## config.mk

```make
export PLATFORM = sky130hd
export DESIGN_NAME = immgen_stage
export DESIGN_NICKNAME = d
export VERILOG_FILES = /design/src/rtl/immgen_stage.sv
export SDC_FILE = /design/constraint.sdc
export NUM_CORES = 1
export LEC_CHECK = 0
export BUFFER_PORTS_ARGS = -buffer_cell sky130_fd_sc_hd__buf_2
export CAP_MARGIN = 20
export CORE_ASPECT_RATIO = 0.9
export CORE_UTILIZATION = 58
export CTS_CLUSTER_DIAMETER = 200
export DETAILED_ROUTE_END_ITERATION = 12
export HOLD_SLACK_MARGIN = 0.1
export PLACE_DENSITY = 0.85
export SLEW_MARGIN = 5
export SYNTH_ARGS = -nofsm -noshare
export SYNTH_HDL_FRONTEND = slang
export SYNTH_SLANG_ARGS = --single-unit
```

## constraint.sdc

```tcl
create_clock -name clk -period 17.6 [get_ports clk]
set_input_delay 0.88 -clock clk [delete_from_list [all_inputs] [get_ports clk]]
set_output_delay 0.88 -clock clk [all_outputs]
set_load 0.01 [all_outputs]
```

## src/rtl/immgen_stage.sv

```systemverilog
// -----------------------------------------------------------------------------
// immgen_stage
//
// Registered immediate generator for an RV32I (optionally RV64) datapath.
// Each accepted instruction word is decoded into its immediate format and an
// XLEN-wide extended immediate. The result travels with a sideband tag through
// a 2-entry elastic buffer: an output register plus one skid register. This
// lets the input ready be a flop while still sustaining one instruction per
// cycle.
//
// Parameters
//   XLEN   32 or 64. Width of out_imm. With 64, OP-IMM-32 also decodes as I.
//   TAG_W  Width of the sideband tag (typically the PC).
//
// Ports
//   clk          rising-edge clock
//   rst          synchronous, active-high reset (has priority over flush)
//   flush        drop every held entry at the next edge; same-cycle input lost
//   in_valid     instruction present on in_instr
//   in_ready     stage can accept this cycle (registered)
//   in_instr     raw 32-bit instruction word
//   in_tag       sideband value, returned unchanged with the result
//   out_valid    decoded result valid
//   out_ready    consumer accepts this cycle
//   out_imm      extended immediate
//   out_fmt      R=0 I=1 S=2 B=3 U=4 J=5 Z=6 X=7
//   out_illegal  opcode not recognised (fmt X)
//   out_tag      tag of the entry on the output
//
// Build option
//   IMMGEN_STAGE_CSR_ZIMM_EN  when defined, SYSTEM with funct3[2]=1 yields
//                             fmt Z and imm = zero-extended instr[19:15].
//                             When undefined, every SYSTEM opcode is fmt I.
// -----------------------------------------------------------------------------
module immgen_stage #(
   parameter int XLEN  = 32,
   parameter int TAG_W = 32
) (
   input  logic             clk,
   input  logic             rst,
   input  logic             flush,
   input  logic             in_valid,
   output logic             in_ready,
   input  logic [31:0]      in_instr,
   input  logic [TAG_W-1:0] in_tag,
   output logic             out_valid,
   input  logic             out_ready,
   output logic [XLEN-1:0]  out_imm,
   output logic [2:0]       out_fmt,
   output logic             out_illegal,
   output logic [TAG_W-1:0] out_tag
);

   // --------------------------------------------------------------------------
   // Types and opcode constants
   // --------------------------------------------------------------------------
   typedef enum logic [2:0] {
      FMT_R = 3'd0,
      FMT_I = 3'd1,
      FMT_S = 3'd2,
      FMT_B = 3'd3,
      FMT_U = 3'd4,
      FMT_J = 3'd5,
      FMT_Z = 3'd6,
      FMT_X = 3'd7
   } fmt_e;

   typedef enum logic [1:0] {
      EMPTY = 2'd0,  // nothing held
      ONE   = 2'd1,  // output register full
      TWO   = 2'd2   // output and skid registers full
   } state_e;

   typedef struct packed {
      logic [XLEN-1:0]  imm;
      fmt_e             fmt;
      logic             illegal;
      logic [TAG_W-1:0] tag;
   } entry_t;

   localparam logic [6:0] OP_IMM    = 7'b0010011;
   localparam logic [6:0] OP_LOAD   = 7'b0000011;
   localparam logic [6:0] OP_JALR   = 7'b1100111;
   localparam logic [6:0] OP_SYSTEM = 7'b1110011;
   localparam logic [6:0] OP_STORE  = 7'b0100011;
   localparam logic [6:0] OP_BRANCH = 7'b1100011;
   localparam logic [6:0] OP_LUI    = 7'b0110111;
   localparam logic [6:0] OP_AUIPC  = 7'b0010111;
   localparam logic [6:0] OP_JAL    = 7'b1101111;
   localparam logic [6:0] OP_REG    = 7'b0110011;
   localparam logic [6:0] OP_IMM_32 = 7'b0011011;

   // --------------------------------------------------------------------------
   // Combinational decode of the incoming word
   // --------------------------------------------------------------------------
   logic [6:0]        opcode;
   fmt_e              dec_fmt;
   logic signed [31:0] imm32;
   entry_t            dec_entry;

   assign opcode = in_instr[6:0];

   always_comb begin
      // NOTE: every variable driven here gets a default first, so no path
      // through the block leaves one unassigned and no latch is inferred.
      dec_fmt = FMT_X;
      imm32   = '0;

      case (opcode)
         OP_IMM, OP_LOAD, OP_JALR, OP_SYSTEM: dec_fmt = FMT_I;
         OP_STORE:                            dec_fmt = FMT_S;
         OP_BRANCH:                           dec_fmt = FMT_B;
         OP_LUI, OP_AUIPC:                    dec_fmt = FMT_U;
         OP_JAL:                              dec_fmt = FMT_J;
         OP_REG:                              dec_fmt = FMT_R;
         OP_IMM_32:                           dec_fmt = (XLEN == 64) ? FMT_I : FMT_X;
         default:                             dec_fmt = FMT_X;
      endcase

`ifdef IMMGEN_STAGE_CSR_ZIMM_EN
      // CSR immediate forms (CSRRWI/CSRRSI/CSRRCI) carry a 5-bit zimm in rs1.
      if (opcode == OP_SYSTEM && in_instr[14]) begin
         dec_fmt = FMT_Z;
      end
`endif

      // Immediates are assembled as 32-bit signed values; the final widening
      // to XLEN is a single sign extension shared by every format. The Z
      // immediate is non-negative at 32 bits, so that extension zero-fills it.
      case (dec_fmt)
         FMT_I: imm32 = {{20{in_instr[31]}}, in_instr[31:20]};
         FMT_S: imm32 = {{20{in_instr[31]}}, in_instr[31:25], in_instr[11:7]};
         FMT_B: imm32 = {{19{in_instr[31]}}, in_instr[31], in_instr[7],
                         in_instr[30:25], in_instr[11:8], 1'b0};
         FMT_U: imm32 = {in_instr[31:12], 12'b0};
         FMT_J: imm32 = {{11{in_instr[31]}}, in_instr[31], in_instr[19:12],
                         in_instr[20], in_instr[30:21], 1'b0};
         FMT_Z: imm32 = {27'b0, in_instr[19:15]};
         default: imm32 = '0;  // R and X carry a zero immediate
      endcase

      dec_entry.imm     = XLEN'(imm32);
      dec_entry.fmt     = dec_fmt;
      dec_entry.illegal = (dec_fmt == FMT_X);
      dec_entry.tag     = in_tag;
   end

   // --------------------------------------------------------------------------
   // Elastic buffer control
   // --------------------------------------------------------------------------
   state_e state;
   state_e state_nxt;
   entry_t out_q;
   entry_t skid_q;
   logic   accept;
   logic   drain;
   logic   load_out;
   logic   load_skid;
   logic   skid_to_out;

   // in_ready is a flop that always equals (state != TWO), so accept is
   // already suppressed while both registers are full.
   assign accept    = in_valid & in_ready;
   assign out_valid = (state != EMPTY);
   assign drain     = out_valid & out_ready;

   always_comb begin
      state_nxt   = state;
      load_out    = 1'b0;
      load_skid   = 1'b0;
      skid_to_out = 1'b0;

      if (flush) begin
         // Drop everything, including any word offered this cycle.
         state_nxt = EMPTY;
      end else begin
         case (state)
            EMPTY: begin
               if (accept) begin
                  state_nxt = ONE;
                  load_out  = 1'b1;
               end
            end
            ONE: begin
               case ({accept, drain})
                  2'b10: begin            // consumer stalled: park in skid
                     state_nxt = TWO;
                     load_skid = 1'b1;
                  end
                  2'b01: state_nxt = EMPTY;
                  2'b11: load_out = 1'b1; // pass-through at full rate
                  default: ;
               endcase
            end
            TWO: begin
               if (drain) begin
                  state_nxt   = ONE;
                  skid_to_out = 1'b1;     // older skid entry moves forward
               end
            end
            default: state_nxt = EMPTY;
         endcase
      end
   end

   always_ff @(posedge clk) begin
      // NOTE: sequential state uses non-blocking assignments so every flop
      // samples pre-edge values regardless of statement order.
      if (rst) begin
         state    <= EMPTY;
         in_ready <= 1'b1;
         out_q    <= '0;
      end else begin
         state    <= state_nxt;
         in_ready <= (state_nxt != TWO);
         if (load_out) begin
            out_q <= dec_entry;
         end else if (skid_to_out) begin
            out_q <= skid_q;
         end
      end
   end

   // NOTE: the skid register is pure datapath with no reset; it is only ever
   // read in state TWO, which can only be reached by first writing it.
   always_ff @(posedge clk) begin
      if (load_skid) begin
         skid_q <= dec_entry;
      end
   end

   assign out_imm     = out_q.imm;
   assign out_fmt     = out_q.fmt;
   assign out_illegal = out_q.illegal;
   assign out_tag     = out_q.tag;

   // --------------------------------------------------------------------------
   // Protocol properties
   // --------------------------------------------------------------------------
   // A stalled output must hold every signal until it is taken or flushed.
   a_stall_stable : assert property (
      @(posedge clk) disable iff (rst)
      (out_valid && !out_ready && !flush) |=> (out_valid && $stable(out_q))
   );

   // The ready flop mirrors the occupancy state.
   a_ready_matches_state : assert property (
      @(posedge clk) disable iff (rst)
      (in_ready == (state != TWO))
   );

endmodule

```

# After elaboration in Yosys (flattened, before gate mapping)

Cells that the tools add are included.

Multiplexer cells: 19
Reduce and logical (&&, ||, !) cells: 5
Bitwise gates (word level): 2
Equal/unequal tests: 23

Operators by type and width:

| cell                 | number |
|---|---|
| $pmux W32 S6         | 1 |
| $mux W68             | 2 |
| $eq A7 B7 Y1 const B | 4 |
| $eq A7 B6 Y1 const B | 3 |
| $pmux W3 S6          | 1 |
| $eq A7 B5 Y1 const B | 2 |
| $eq A3 B3 Y1 const B | 4 |
| $mux W1              | 9 |
| $eq A7 B2 Y1 const B | 1 |
| $eq A2 B2 Y1 const B | 3 |
| $eq A3 B2 Y1 const B | 2 |
| $mux W2              | 3 |
| $pmux W2 S3          | 1 |
| $eq A2 B1 Y1 const B | 2 |
| $pmux W2 S2          | 1 |
| $reduce_bool A2 Y1   | 2 |
| $reduce_or A4 Y1     | 1 |
| $eq A3 B1 Y1 const B | 1 |
| $and A1 B1 Y1        | 2 |
| $logic_not A2 Y1     | 1 |
| $ne A2 B2 Y1 const B | 1 |
| $pmux W1 S2          | 1 |
| $reduce_or A2 Y1     | 1 |

Register bits: 139
Bits of input ports: 69
Output and inout port bits: 70

# Longest topological paths before layout

Depth in word-level cells: 7
Depth in mapped cells: 11
Depth with buffers taken out: 9

# Worst setup path before layout

OpenSTA, ideal clock, no wires.

Path kind: input to register
Start point: in in_valid
End point: reg skid_q[0] (netlist bit), enable pin
Cell stages on the path: 3
Arrival time: 7729 ps
Path slack: 9207 ps
Path buffers: 0
Data required time: 16936 ps
Setup time: 664 ps
Cell sequence: and2_1 > ha_1 > nor4bb_1

Word-level cells in the longest chain between the ends: 5

RTL lines:

| what                   | RTL line | RTL |
|---|---|---|
| start: declaration     | 42       | `input logic in_valid,` |
| $and A1 B1 Y1          | 163      | `assign accept = in_valid & in_ready;` |
| $eq A2 B2 Y1           | 185      | `case ({accept, drain})` |
| $mux W1                | 185      |  |
| $mux W1                | 177      | `case (state)` |
| $mux W1                | 173      | `if (flush) begin` |
| net load_skid          | 158      | `logic load_skid;` |
| end signal: assignment | 228      | `skid_q <= dec_entry;` |
| end: declaration       | 154      | `entry_t skid_q;` |

The timed path passes the listed nets, and every way through them passes these cells.
A chain may end at the register's enable or synchronous reset.

# Final worst setup path

Start point: reg state[1]
End point: reg out_q (netlist bit out_imm[14])

Word-level cells in the longest chain between the ends: 7
Elaborated cells between the ends (all ways): 14

RTL lines:

| what                                                  | RTL line | RTL |
|---|---|---|
| start: declaration                                    | 151      | `state_e state;` |
| start signal: assignment                              | 214      | `state <= state_nxt;` |
| $reduce_bool A2 Y1                                    | 164      | `assign out_valid = (state != EMPTY);` |
| $and A1 B1 Y1                                         | 165      | `assign drain = out_valid & out_ready;` |
| $eq A2 B2 Y1                                          | 185      |  |
| $mux W1                                               | 185      |  |
| $pmux W1 S2                                           | 177      |  |
| $mux W1                                               | 173      |  |
| $mux W68 / $reduce_bool A2 Y1 (equally long branches) | -        |  |
| end signal: assignment                                | 217      | `out_q <= dec_entry;` |
| end signal: assignment                                | 219      | `out_q <= skid_q;` |
| end: declaration                                      | 153      | `entry_t out_q;` |

Parallel ways exist; a longest one is shown, timed or not.

==> results.txt <==
Max FO, Critical Path = 69
Via density = 6.02
Power Dens Cells = 103 nW/µm²
ys flop type = dfxtp_1
CTS Sinks = 139
Setup Viol. Count Final = 0
leakage = 2.83 nW
Simple-Gate Fraction of Synth Area = 15.8%
Pre-antenna DRT Iters = 6
post-synthesis async set-or-reset flop share = 0%
clk_skew = 10.5 ps
CP Class = register to register
Fmax = 0.377 GHz
Syn. warnings = 0
xor/xnor share of the synthesized area = 0.149%
GRT overflow = 0
post-synthesis cell type count = 51
H-tree levels = 4
I/O pin count = 139
Mapped Cells = 525
EDFF count, synth = 68
multiplexer share of the synthesized area = 0%
share of cells above drive strength 1 = 31.7%
die height = 97.6 µm
CP cell instances = or2_2, nand2_1, inv_1, ha_1, nand2_1, a211o_4, and3_1, a21oi_1, o2bb2ai_1
hold_buf cts = 0
die area = 10600 µm²
post-synthesis cell type with the largest combined area = edfxtp_1
Crit path required time = 17920 ps
Mapped Nets = 596
largest net degree at the start of global routing = 72
latest clock arrival within the worst-skew pair = 410 ps
register area share after synthesis = 58.8%
Post-Synth Adder-Cell Area = 0.425%
Critical Path Start Type = register
Critical Path Sink Type = register
Filler Cells Inserted = 695
WHS = 495 ps
total CTS buffers = 17
total number of vias = 4717
ANT nets after route = 0
Slew Limit Fails = 0
vias in the first global route = 4426
number of max-cap violations = 0
post-synth top area share = 34.7%
synthesis-stage register bit count = 139
CTS tree = yes
setup_tns = 0 ps
relative slew slack = 36.4%
CP delay by family, top = compound AO/OA/AOI/OAI gates
width of the die = 108 µm
Tcrit/Tclk final = 15.1%
Clock Path Buffers = 2
status = finished clean
cell mode on critical path = nand2_1
RSZ-0062 raised after global routing = no
commonest cells in the netlist = 101 x nand2_1, 71 x dfxtp_1, 68 x edfxtp_1, 40 x nor2_1, 21 x buf_2
largest family of logic cells by synthesized area = compound AO/OA/AOI/OAI gates
slowest cell delay on critical path = 700 ps
minimum clock period = 2650 ps
slowest CP cell = a211o_4
Buf/Inv on CP = 1
Final Total Pwr = 0.000731 W
I/O Buffers = 138
Post-CTS Setup Inserts = 0
DR WL/cell = 18.3 µm
area delta synth->final = 20.7%
clk slew on worst S/H paths = 60 ps
hold violation total from the final report = 0
Hold Crit Class = register to register
routability cong. = 0.841
Final #Nets = 715
Iter 0 DRT Violations = 433
Synth Area in Compound Gates = 20.3%
Worst-Margin Slew = 953 ps
dpl cell area = 6570 µm²
core area = 9780 µm²
std cell rows = 34
drt drc = 0
ranking of synthesized cells by area = edfxtp_1 35%, dfxtp_1 24%, nand2_1 6.4%, a311oi_2 5.1%, a222oi_1 2.7%
Total Routed Length = 14.4 mm
mapped cell area = 5890 µm²
syn avg cell area = 11.2 µm²
Initial Util = 60.2%
first-pass GRT wire length = 22.4 mm
post-route cell area = 7110 µm²
Root Driver = clkbuf_16
most frequent cell after synthesis = nand2_1
All-Layer GR Usage = 27.8%
detailed placement HPWL = 8.78 mm
n_diodes = 0
peak supply drop = 0.0745 mV
CTS resizes = 0
arrival time worst endpoint = 2970 ps
number of antenna violations at the first check in global routing = 0
## power by group
part,total (W),internal (W),switching (W)
Combinational,0.0000616,0.0000250,0.0000366
Clock,0.000316,0.000179,0.000137
Sequential,0.000353,0.000349,0.00000479
Total,0.000731,0.000553,0.000178
## per-layer routing
metal  global-route usage [%]  part of all wire, %  wire (µm)
met3                     8.12                  8.2       1180
met4                     10.6                  1.2        176
met2                     44.2                   49       7010
met5                        0                    0          0
met1                     35.6                   42       6000
## cells in the final DEF (no fill, tap or decap), types with 4 or more instances in the layout
cell,Yosys,routed
a22oi_1,5,5
inv_1,4,4
nand3_1,15,15
a31oi_1,20,20
dfxtp_1,71,71
a22o_1,4,4
and2_1,8,8
clkbuf_16,0,17
and3_1,10,10
a21o_1,11,11
a21oi_1,17,17
o2bb2ai_1,15,15
a311oi_2,20,20
clkinv_1,0,4
clkinvlp_4,0,4
edfxtp_1,68,68
a222oi_1,16,16
nor2_1,40,40
a31o_1,11,11
buf_2,21,138
buf_4,4,7
clkinv_4,0,4
nand2_1,101,101
## cell type report
class                           count  area, µm²  share of cell area, %
Inverter                            5       18.8                  0.264
Clock buffer                       17        425                   5.99
Tap cell                          126        158                   2.22
Sequential cell                   139       3460                   48.7
Multi-Input combinational cell    336       2190                   30.9
Clock inverter                     15        103                   1.44
Timing Repair Buffer              145        743                   10.5
## tightest hold or removal path, stage by stage, from the launching register on
cell      delay, ps
dfxtp_1         320
a222oi_1         60
nor2_1           80
## worst paths after layout
check              start           to  slack, ps  cells after the start
max             state[1]  out_imm[14]      14950                      9
min          out_tag[21]  out_tag[21]        500                      2
max reg2reg     state[1]  out_imm[14]      14950                      9
min reg2reg  out_tag[21]  out_tag[21]        500                      2
## stage by stage
step	util, %	setup slack [ps]	cells
floorplan	-	9210	525
global placement	67.1	14790	750
detailed placement	67.1	14680	750
CTS	72.5	14970	782
global route	72.6	14750	783
finish	72.6	14950	783
## flip-flops by register name, summed over array words and instances (netlist names)
signal and flops:
out_fmt 3, skid_q 68, out_illegal 1, in_ready 1
out_tag 32, out_imm 32, state 2
## kinds of logic after synthesis
group / Yosys count
AND/OR/NAND/NOR: 201
flip-flops: 139
AO/OA/AOI/OAI: 132
buffers and inverters: 50
adder cells (fa/ha/maj): 2
XOR/XNOR: 1
No activity file was read; power rests on OpenSTA's default activity.
